`src/rtl/agc_sar_gain_ctrl.sv`:
```
// agc_sar_gain_ctrl: MSB-first successive-approximation AGC gain search with a settle window and lock flag.
// Define AGC_TRACK_EN to keep tracking +/-1 LSB after lock; without it, lock is terminal until reset.
module agc_sar_gain_ctrl #(
  parameter int WIDTH         = 6,
  parameter int SETTLE_CYCLES = 4
) (
  input  logic             clk,
  input  logic             RESET,
  input  logic             restart,
  input  logic             adjust,
  input  logic             up_dn,
  output logic             ready,
  output logic [WIDTH-1:0] gain,
  output logic             done,
  output logic             done_pulse
);

  localparam int PTR_W   = $clog2(WIDTH);
  localparam int CNT_RAW = $clog2(SETTLE_CYCLES + 1);
  localparam int CNT_W   = (CNT_RAW < 1) ? 1 : CNT_RAW;

  localparam logic [CNT_W-1:0] SETTLE_LD  = CNT_W'(SETTLE_CYCLES);
  localparam logic [WIDTH-1:0] GAIN_INIT  = {1'b1, {(WIDTH-1){1'b0}}};
  localparam logic [PTR_W-1:0] PTR_INIT   = PTR_W'(WIDTH - 1);
  localparam bit               HAS_SETTLE = (SETTLE_CYCLES != 0);

  typedef enum logic [1:0] {
    S_SEARCH = 2'd0,
    S_SETTLE = 2'd1,
    S_DONE   = 2'd2
  } state_t;

  state_t           state_q;
  state_t           state_d;
  logic [WIDTH-1:0] gain_q;
  logic [PTR_W-1:0] ptr_q;
  logic [CNT_W-1:0] cnt_q;
  logic             last_q;
  logic             done_q;
  logic             done_pulse_q;
  logic             ready_c;
  logic             accept;

  // Resolve trial bit k from the decision and arm bit k-1 as the next trial bit.
  function automatic logic [WIDTH-1:0] sar_step(input logic [WIDTH-1:0] g,
                                                input logic [PTR_W-1:0] k,
                                                input logic             up);
    logic [WIDTH-1:0] r;
    r = g;
    for (int i = 0; i < WIDTH; i++) begin
      if (i == int'(k)) r[i] = up;
      if (i + 1 == int'(k)) r[i] = 1'b1;
    end
    return r;
  endfunction

`ifdef AGC_TRACK_EN
  function automatic logic [WIDTH-1:0] sat_inc(input logic [WIDTH-1:0] g);
    return (g == {WIDTH{1'b1}}) ? g : g + 1'b1;
  endfunction

  function automatic logic [WIDTH-1:0] sat_dec(input logic [WIDTH-1:0] g);
    return (g == {WIDTH{1'b0}}) ? g : g - 1'b1;
  endfunction
`endif

  // A decision arriving together with RESET or restart is dropped.
  assign accept = adjust & ready_c & ~restart & ~RESET;

  always_ff @(posedge clk) begin
    if (RESET || restart) state_q <= S_SEARCH;
    else                  state_q <= state_d;
  end

  always_comb begin
    state_d = state_q;
    case (state_q)
      S_SEARCH: begin
        // Without a settle window only the final decision needs a detour before lock.
        if (accept && (HAS_SETTLE || ptr_q == '0)) state_d = S_SETTLE;
      end
      S_SETTLE: begin
        if (cnt_q <= CNT_W'(1)) state_d = last_q ? S_DONE : S_SEARCH;
      end
      S_DONE: begin
`ifdef AGC_TRACK_EN
        if (accept && HAS_SETTLE) state_d = S_SETTLE;
`endif
      end
      default: state_d = S_SEARCH;
    endcase
  end

  always_comb begin
    ready_c = 1'b0;
    case (state_q)
      S_SEARCH: ready_c = 1'b1;
      S_SETTLE: ready_c = 1'b0;
      S_DONE: begin
`ifdef AGC_TRACK_EN
        ready_c = 1'b1;
`else
        ready_c = 1'b0;
`endif
      end
      default: ready_c = 1'b0;
    endcase
  end

  always_ff @(posedge clk) begin
    if (RESET || restart) begin
      gain_q       <= GAIN_INIT;
      ptr_q        <= PTR_INIT;
      cnt_q        <= '0;
      last_q       <= 1'b0;
      done_q       <= 1'b0;
      done_pulse_q <= 1'b0;
    end else begin
      if (accept && state_q == S_SEARCH) begin
        gain_q <= sar_step(gain_q, ptr_q, up_dn);
        if (ptr_q != '0) ptr_q  <= ptr_q - 1'b1;
        else             last_q <= 1'b1;
      end
`ifdef AGC_TRACK_EN
      if (accept && state_q == S_DONE) gain_q <= up_dn ? sat_inc(gain_q) : sat_dec(gain_q);
`endif
      if (accept)                                     cnt_q <= SETTLE_LD;
      else if (state_q == S_SETTLE && cnt_q != '0)    cnt_q <= cnt_q - 1'b1;
      // done latches on first lock; tracking settles return to DONE without a new strobe.
      done_q       <= done_q | (state_d == S_DONE);
      done_pulse_q <= (state_d == S_DONE) && !done_q;
    end
  end

  assign ready      = ready_c;
  assign gain       = gain_q;
  assign done       = done_q;
  assign done_pulse = done_pulse_q;

endmodule
```
`config.mk`:
```
export PLATFORM = sky130hd
export DESIGN_NAME = agc_sar_gain_ctrl
export DESIGN_NICKNAME = d
export VERILOG_FILES = /design/src/rtl/agc_sar_gain_ctrl.sv
export SDC_FILE = /design/constraint.sdc
export NUM_CORES = 1
export LEC_CHECK = 0
export CAP_MARGIN = 25
export CELL_PAD_IN_SITES_DETAIL_PLACEMENT = 2
export CELL_PAD_IN_SITES_GLOBAL_PLACEMENT = 2
export CORE_MARGIN = 3
export CORE_UTILIZATION = 34
export CTS_BUF_LIST = sky130_fd_sc_hd__clkbuf_4
export DETAILED_ROUTE_END_ITERATION = 6
export PLACE_DENSITY = 0.89
export SLEW_MARGIN = 40
export SYNTH_ARGS = -nofsm -noshare
export SYNTH_HDL_FRONTEND = slang
export SYNTH_SLANG_ARGS = --single-unit
```
`constraint.sdc`:
```
create_clock -name clk -period 1.45 [get_ports clk]
set_input_delay 0.2175 -clock clk [delete_from_list [all_inputs] [get_ports clk]]
set_output_delay 0.2175 -clock clk [all_outputs]
set_load 0.005 [all_outputs]
```
==> flow_summary_export.csv, run 1 <==
group,metric,value,unit
synthesis,synthTopCellsByArea,"dfxtp_1 37%, ha_1 11%, a21oi_1 5.4%",
synthesis,syn-num-nets,110,
global_routing,antenna_found_initial,0,
synthesis,yosys-top-cells-count,"17 x dfxtp_1, 10 x a21oi_1, 8 x ha_1, 8 x inv_1, 7 x nor2_1",
clock_network,clk_latency,0.30,ns
setup_path,critPathMaxStageDelay,0.41,ns
sta,max_freq,0.6574,GHz
setup_path,cp-end-kind,"flop",
clock_network,clk_pin_slew,0.12,ns
synthesis,synth_area,919.6,um^2
synthesis,ys_seq_area_share,37.01,%
setup_path,worstPathArrival,1.71,ns
power_and_ir_drop,p_leak,0.0005057,uW
drt,drc,0,
placement,pre_cts_ws,-0.2375,ns
synthesis,synth_top_area_share,37.01,%
global_routing,grt_max_degree,11,
flow_run,maxCapViolations,0,
floorplan,ios,14,
floorplan,die_x,58.01,um
layout,area_growth,39.59,%
setup_path,cp_cell_sequence,"inv_1, ha_2, buf_4, nor3b_1, a311oi_1",
setup_path,required,1.64,ns
drt,routed_wl,3350,um
min_path,hold_class,"flop to flop",
synthesis,ys_types,39,
clock_network,holdBufCountCts,0,
drt,drtIter0Drc,39,
setup_path,critPathTopFamily,"simple AND/OR/NAND/NOR gates",
sta,clock_skew,0.01413,ns
floorplan,fp.dieH,58.01,um
sta,worstMarginPinSlew,0.4699,ns
setup_path,path_max_fanout,4,
sta,period_needed,1.521,ns
drt,wl_per_cell,20.94,um
synthesis,synth-edff-count,0,
global_routing,grt_pass1_vias,980,
layout,fin_cells,160,
clock_network,numCtsBuffers,3,
setup_path,crit_buf_inv,2,
sta,finalCritPeriodShare,104.9,%
floorplan,coreArea,2522,um^2
sta,rsz0062_at_grt,"yes",
floorplan,die_area,3365,um^2
setup_path,slowest_stage,"nor3b_1",
placement,gp_congestion,0.7938,
clock_network,h-tree-depth,1,
drt,via_count,888,
sta,fin_ws,-0.07110,ns
synthesis,synth_warnings,0,
layout,n_antenna_cell,0,
setup_path,path_class,"flop to flop",
clock_network,cts_root_buffer,"clkbuf_4",
layout,drive_above_1_share,36.15,%
run_status,violations,"setup timing",
drt,firstDrtPassIters,4,
synthesis,synth_top_area_cell,"dfxtp_1",
sta,fin_tns_setup,-0.1491,ns
sta,hold_viol,0,
placement,hpwlAfterDp,2047,um
floorplan,start_util,36.46,%
power_and_ir_drop,ir_drop,0.3753,mV
global_routing,grt_use_total,19.50,%
synthesis,synth-seq-cells,17,
setup_path,critPathLaunchType,"flop",
global_routing,grt_pass1_wl,4933,um
placement,placed_cells,148,
clock_network,clockBufferDepth,2,
synthesis,synth.most_common_cell,"dfxtp_1",
layout,finalNetCount,144,
power_and_ir_drop,power_density,710.3,nW/um^2
clock_network,clock_sinks,17,
drt,viasPerCell,5.550,
floorplan,rows,18,
synthesis,synth-main-ff-cell,"dfxtp_1",
clock_network,cts_tree,"built",
sta,finalMaxSlewViolations,0,
sta,slew_headroom,68.61,%
synthesis,synthCells,97,
global_routing,grt_overflow_total,0,
synthesis,syn_avg_cell_area,9.481,um^2
sta,setup_viol,3,
sta,hold-worst-slack,0.4502,ns
run_status,status,"finished, violations left",
placement,io_buffers,13,
drt,ant_nets,0,
synthesis,postSynth.asyncResetShare,0,%
==> area by class of cell <==
class,count,area [um^2]
Sequential cell,17,352.8
Clock buffer,3,22.52
Inverter,8,30.03
Fill cell,276,1239
Multi-Input combinational cell,68,556.8
Tap cell,30,37.54
Timing Repair Buffer,33,279.0
Clock inverter,1,5.005
==> cells in the final DEF, fill, tap and decap left out, types with 2 or more instances in the layout <==
cell type / n
o21ai_0: 2
dfxtp_1: 11
or2_2: 2
clkdlybuf4s50_1: 12
dfxtp_2: 4
o21ai_1: 2
ha_2: 3
buf_4: 20
nor2b_1: 3
and3_1: 2
a311oi_1: 2
a211oi_2: 3
inv_1: 7
clkbuf_4: 3
ha_1: 5
dfxtp_4: 2
nor2_1: 7
a21oi_1: 10
nor3_1: 2
==> registers in the layout (all words and copies together), names as in the netlist <==
signal,flops
gain,6
cnt_q,3
ptr_q,3
state_q,2
done,1
done_pulse,1
last_q,1
==> worst register-to-register path, cell delays in order, from the launching register on <==
cell	delay (ns)
dfxtp_1	0.34
inv_1	0.12
ha_2	0.25
buf_4	0.14
nor3b_1	0.41
a311oi_1	0.15
==> logic make-up (layout without fill, tap and decap cells) <==
family,count (synthesis),count (layout),share of synthesized area (%)
AND/OR/NAND/NOR,29,29,22.18
buffers and inverters,12,45,5.442
AO/OA/AOI/OAI,29,29,22.18
adder cells (fa/ha/maj),8,8,10.88
flip-flops,17,17,37.01
multiplexers,2,2,2.313
==> per-stage QoR <==
step	power, uW	area, um^2	utilization [%]
2_1_floorplan	560.1	919.6	-
3_3_place_gp	612.9	1157	45.88
3_5_place_dp	622.8	1157	45.88
4_1_cts	889.9	1232	48.86
5_1_grt	950.9	1284	50.89
6_report	911.9	1284	50.89
==> where the power goes <==
part | switching, uW | internal [uW]
Combinational | 73.4 | 75.1
Clock | 176 | 103
Sequential | 10.9 | 473
==> per-layer routing <==
layer / part of all wire [%] / track usage, % / vias up
met5: 0 / 0 / -
met4: 1.8 / 6.291 / 0
met3: 2.0 / 2.673 / 8
met2: 57 / 37.74 / 20
met1: 39 / 21.51 / 447
li1: - / - / 413
==> final timing paths <==
check	from	to	slack [ns]	depth (start not counted)
worst min register to register	done	done_pulse	0.45	1
worst max-delay path	ptr_q[0]	gain[4]	-0.07	5
worst max register to register	ptr_q[0]	gain[4]	-0.07	5
worst min-delay path	done	done_pulse	0.45	1
==> repair_timing <==
| item | 4_1_cts | 5_1_grt |
|---|---|---|
| pin swaps | 0 | 3 |
| setup buffers | 4 | 4 |
| setup endpoints to repair | 6 | 5 |
| hold endpoints to repair | 0 | 0 |
| gates resized for setup | 9 | 8 |
Power figures use the tool's default switching activity.
==> run 2: changes to the inputs <==
--- a/config.mk
+++ b/config.mk
@@ -13,6 +13,7 @@
 export CTS_BUF_LIST = sky130_fd_sc_hd__clkbuf_4
 export DETAILED_ROUTE_END_ITERATION = 6
 export PLACE_DENSITY = 0.89
+export SKIP_LAST_GASP = 1
 export SLEW_MARGIN = 40
 export SYNTH_ARGS = -nofsm -noshare
 export SYNTH_HDL_FRONTEND = slang
==> flow_summary_export.csv, run 2 (synthesis gave the netlist of run 1 again) <==
group,metric,value,unit
clock_network,clock_sinks,17,
drt,viasPerCell,5.396,
floorplan,start_util,36.46,%
sta,clock_skew,0.005683,ns
power_and_ir_drop,power_frac_comb,16.2,%
drt,wl_per_cell,18.94,um
layout,fillers,288,
layout,finalNetCount,143,
drt,via_count,858,
power_and_ir_drop,power.internal,651.3,uW
setup_path,slowest_stage,"clkdlybuf4s50_1",
layout,final_cell_mix,"19 x buf_4, 12 x clkdlybuf4s50_1, 11 x dfxtp_1",
placement,io_buffers,13,
clock_network,clockBufferDepth,2,
drt,drc,0,
power_and_ir_drop,power_density,692.1,nW/um^2
setup_path,critPathTopFamily,"buffers and inverters",
drt,ant_nets,0,
clock_network,holdBufCountCts,0,
layout,largest_register_ffs,6,
layout,n_antenna_cell,0,
power_and_ir_drop,swShare,26.56,%
drt,firstDrtPassIters,4,
setup_path,critPathLaunchType,"primary input",
sta,slew_headroom,77.28,%
floorplan,ios,14,
setup_path,r2r_cells,5,
clock_network,cts_root_buffer,"clkbuf_4",
setup_path,path_class,"primary input to flop",
setup_path,cp-endpoint,"ptr_q[2]",
power_and_ir_drop,ir_drop,0.4159,mV
layout,fin_cells,159,
layout,area_growth,39.32,%
floorplan,fp.dieH,58.01,um
sta,finalMaxSlewViolations,0,
sta,hold-worst-slack,0.4552,ns
clock_network,cts_tree,"built",
sta,setup_viol,0,
power_and_ir_drop,p_leak,0.0005089,uW
sta,finalCritPeriodShare,97.22,%
global_routing,grt_overflow_total,0,
sta,max_freq,0.7093,GHz
global_routing,grt_use_total,19.87,%
setup_path,timing.rr.end,"gain[4]",
power_and_ir_drop,power_frac_seq,54.6,%
layout,drive_above_1_share,35.66,%
clock_network,h-tree-depth,1,
sta,fin_tns_setup,0,ns
clock_network,clk_latency,0.29,ns
sta,period_needed,1.410,ns
setup_path,path_depth,4,
setup_path,cp_cell_sequence,"clkdlybuf4s50_1, nor3b_4, a21boi_1, a311o_1",
setup_path,cp-end-kind,"flop",
drt,drtIter0Drc,35,
clock_network,numCtsBuffers,3,
global_routing,grt_pass1_wl,5043,um
setup_path,crit_buf_inv,1,
global_routing,grt_pass1_vias,990,
sta,worstMarginPinSlew,0.3393,ns
setup_path,r2r_start,"ptr_q[0]",
power_and_ir_drop,switchingPower,235.5,uW
layout,utilization,50.79,%
setup_path,critPathMaxStageDelay,0.53,ns
global_routing,antenna_found_initial,0,
setup_path,worstPathArrival,1.59,ns
placement,hpwlAfterDp,2047,um
power_and_ir_drop,p_total,886.8,uW
placement,placed_cells,148,
floorplan,coreArea,2522,um^2
floorplan,die_area,3365,um^2
run_status,status,"complete, no violations",
global_routing,grt_max_degree,11,
clock_network,clk_pin_slew,0.11,ns
sta,hold_viol,0,
sta,rsz0062_at_grt,"yes",
floorplan,die_x,58.01,um
setup_path,cp-startpoint,"adjust",
min_path,hold_class,"flop to flop",
power_and_ir_drop,power.clock.fraction,29.2,%
setup_path,path_max_fanout,5,
setup_path,rrSetupSlack,0.06,ns
floorplan,rows,18,
drt,routed_wl,3012,um
setup_path,required,1.63,ns
placement,gp_congestion,0.7938,
flow_run,maxCapViolations,0,
layout,layout.cells.most_common,"buf_4",
run 2: how the worst min path moves through the flow:
stage               cells after the start  start  slack (ns)         end
floorplan                               2  RESET        0.35    ptr_q[0]
global placement                        1   done        0.43  done_pulse
detailed placement                      1   done        0.46  done_pulse
CTS                                     1   done        0.47  done_pulse
global route                            1   done        0.47  done_pulse
finish                                  1   done        0.46  done_pulse
run 2: per-layer routing:
metal	vias up	global-route usage (%)	part of all wire (%)
li1	412	-	-
met1	420	22.60	40
met2	17	37.58	56
met3	9	3.341	2.1
met4	0	5.629	1.9
met5	-	0	0
run 2: worst reg2reg max path, cell delays in order (launching register included):
cell	delay, ns
dfxtp_1	0.33
buf_4	0.15
ha_2	0.22
or2_2	0.31
a31oi_2	0.20
a311oi_1	0.07
run 2: layout make-up:
class / instances / area [um^2] / area share, %
timing repair buffer: 32 / 271.5 / 21.19
multi-input combinational: 68 / 561.8 / 43.85
clock inverter: 1 / 5.005 / 0.3906
inverter: 8 / 30.03 / 2.344
sequential: 17 / 352.8 / 27.54
tap: 30 / 37.54 / 2.930
clock buffer: 3 / 22.52 / 1.758
run 2: timing repair:
action                     in CTS  in global routing
pin swaps                       0                  3
gates resized for setup         8                 10
setup endpoints to repair       6                 10
buffers inserted                4                  3
run 2: per-stage QoR:
| step | area (um^2) | setup WS (ns) |
|---|---|---|
| 2_1_floorplan | 919.6 | 0.1150 |
| 3_3_place_gp | 1157 | -0.1085 |
| 3_5_place_dp | 1157 | -0.2375 |
| 6_report | 1281 | 0.04024 |
| 4_1_cts | 1226 | -0.007028 |
| 5_1_grt | 1281 | -0.02700 |
run 2: power groups by stage:
| stage | registers [uW] | logic (uW) | clock network, uW |
|---|---|---|---|
| after global routing | 486 | 157 | 299 |
| after detailed placement | 497 | 125 | 0 |
| after global placement | 496 | 117 | 0 |
| after CTS | 483 | 136 | 269 |
| after floorplan | 495 | 64.9 | 0 |
| final | 484 | 144 | 259 |
==> run 3: changes to the inputs <==
--- a/config.mk
+++ b/config.mk
@@ -9,9 +9,10 @@
 export CELL_PAD_IN_SITES_DETAIL_PLACEMENT = 2
 export CELL_PAD_IN_SITES_GLOBAL_PLACEMENT = 2
 export CORE_MARGIN = 3
-export CORE_UTILIZATION = 34
+export CORE_UTILIZATION = 40
 export CTS_BUF_LIST = sky130_fd_sc_hd__clkbuf_4
 export DETAILED_ROUTE_END_ITERATION = 6
+export DONT_BUFFER_PORTS = 1
 export PLACE_DENSITY = 0.89
 export SKIP_LAST_GASP = 1
 export SLEW_MARGIN = 40
==> flow_summary_export.csv, run 3 (synthesis gave the netlist of run 1 again) <==
group,metric,value,unit
drt,via_count,746,
setup_path,cp-startpoint,"ptr_q[0]",
min_path,holdPathStages,1,
drt,wl_per_cell,18.60,um
floorplan,die_x,53.95,um
run_status,status,"complete, no violations",
floorplan,coreArea,2062,um^2
setup_path,cp-end-kind,"flop",
layout,finalNetCount,118,
setup_path,worstPathArrival,1.58,ns
power_and_ir_drop,power_density,826.4,nW/um^2
sta,fin_ws,0.05881,ns
power_and_ir_drop,p_leak,0.0003861,uW
global_routing,grt_use_total,18.98,%
setup_path,slowest_stage,"dfxtp_2",
layout,final_area,1037,um^2
sta,period_needed,1.391,ns
global_routing,grt_pass1_vias,787,
layout,n_antenna_cell,0,
floorplan,start_util,44.60,%
clock_network,cts_tree,"built",
clock_network,numCtsBuffers,3,
sta,clock_skew,0.009407,ns
layout,area_growth,12.79,%
layout,fin_cells,131,
floorplan,fp.dieH,53.95,um
setup_path,r2r_start,"ptr_q[0]",
layout,drive_above_1_share,29.81,%
layout,final_cell_mix,"12 x dfxtp_1, 9 x a21oi_1, 8 x inv_1",
clock_network,clk_pin_slew,0.11,ns
layout,layout.cells.most_common,"dfxtp_1",
global_routing,grt_pass1_wl,3843,um
setup_path,path_max_fanout,5,
sta,setup_viol,0,
setup_path,critPathMaxStageDelay,0.35,ns
setup_path,required,1.64,ns
drt,firstDrtPassIters,4,
drt,routed_wl,2436,um
drt,drc,0,
placement,placed_cells,124,
sta,slew_headroom,61.27,%
clock_network,holdBufCountCts,0,
clock_network,clockBufferDepth,2,
floorplan,die_area,2911,um^2
clock_network,cts_root_buffer,"clkbuf_4",
layout,utilization,50.30,%
sta,hold_viol,0,
placement,gp_congestion,0.6894,
clock_network,clk_latency,0.31,ns
power_and_ir_drop,p_total,857.1,uW
drt,viasPerCell,5.695,
placement,hpwlAfterDp,1649,um
placement,io_buffers,0,
min_path,hold_class,"primary input to flop",
setup_path,path_class,"flop to flop",
global_routing,grt_max_degree,15,
layout,largest_register_ffs,6,
min_path,hold_start,"up_dn",
global_routing,grt_overflow_total,0,
floorplan,rows,16,
placement,place_area,963.4,um^2
sta,rsz0062_at_grt,"yes",
setup_path,cp_cell_sequence,"buf_4, ha_2, or2_2, a31oi_2, a311oi_1",
sta,max_freq,0.7188,GHz
placement,pre_cts_ws,-0.01197,ns
clock_network,clock_sinks,17,
clock_network,h-tree-depth,1,
power_and_ir_drop,ir_drop,0.5370,mV
setup_path,critPathLaunchType,"flop",
global_routing,antenna_found_initial,0,
floorplan,ios,14,
sta,worstMarginPinSlew,0.5810,ns
sta,finalMaxSlewViolations,0,
flow_run,maxCapViolations,0,
setup_path,r2r_cells,5,
sta,finalCritPeriodShare,95.94,%
drt,drtIter0Drc,3,
drt,ant_nets,0,
-- run 3: final timing paths --
| kind | to | slack [ns] |
|---|---|---|
| max | gain[4] | 0.06 |
| min | gain[5] | 0.08 |
| max reg2reg | gain[4] | 0.06 |
| min reg2reg | done_pulse | 0.49 |
-- run 3: stage by stage --
stage | hold WS [ns] | setup TNS (ns)
3_3_place_gp | 0.4118 | 0
2_1_floorplan | 0.3547 | 0
4_1_cts | 0.08242 | -0.01629
6_report | 0.08075 | 0
5_1_grt | 0.07611 | -0.1146
3_5_place_dp | 0.4084 | -0.01396
-- run 3: routing by layer --
metal  up-vias  track usage (%)  part of all wire [%]
met2        11            33.06                    51
met5         -                0                     0
met3         5            3.601                   3.5
li1        357                -                     -
met4         0            10.21                   2.2
met1       373            21.59                    43
-- run 3: final cells by class --
| cell class | instances | area [um^2] |
|---|---|---|
| Multi-Input combinational cell | 68 | 546.8 |
| Clock buffer | 3 | 22.52 |
| Fill cell | 222 | 1025 |
| Clock inverter | 1 | 5.005 |
| Timing Repair Buffer | 7 | 52.55 |
| Inverter | 8 | 30.03 |
| Sequential cell | 17 | 346.6 |
| Tap cell | 27 | 33.78 |
-- run 3: power by group --
part | internal (uW) | switching, uW
Clock | 103 | 171
Combinational | 41.6 | 52.4
Sequential | 476 | 12.4
Total | 621 | 236
-- run 3: timing repair --
item | CTS | global route
setup buffers | 0 | 3
gates resized for setup | 2 | 8
setup endpoints to repair | 3 | 10
endpoints found under the hold margin | 0 | 0
pin swaps | 0 | 2
-- run 3: critical path, delay by kind of cell (launching register included) --
family,cells,cell delay [ns]
AO/OA/AOI/OAI,2,0.27
buffers and inverters,1,0.14
AND/OR/NAND/NOR,1,0.31
adder cells (fa/ha/maj),1,0.21
flip-flops,1,0.35
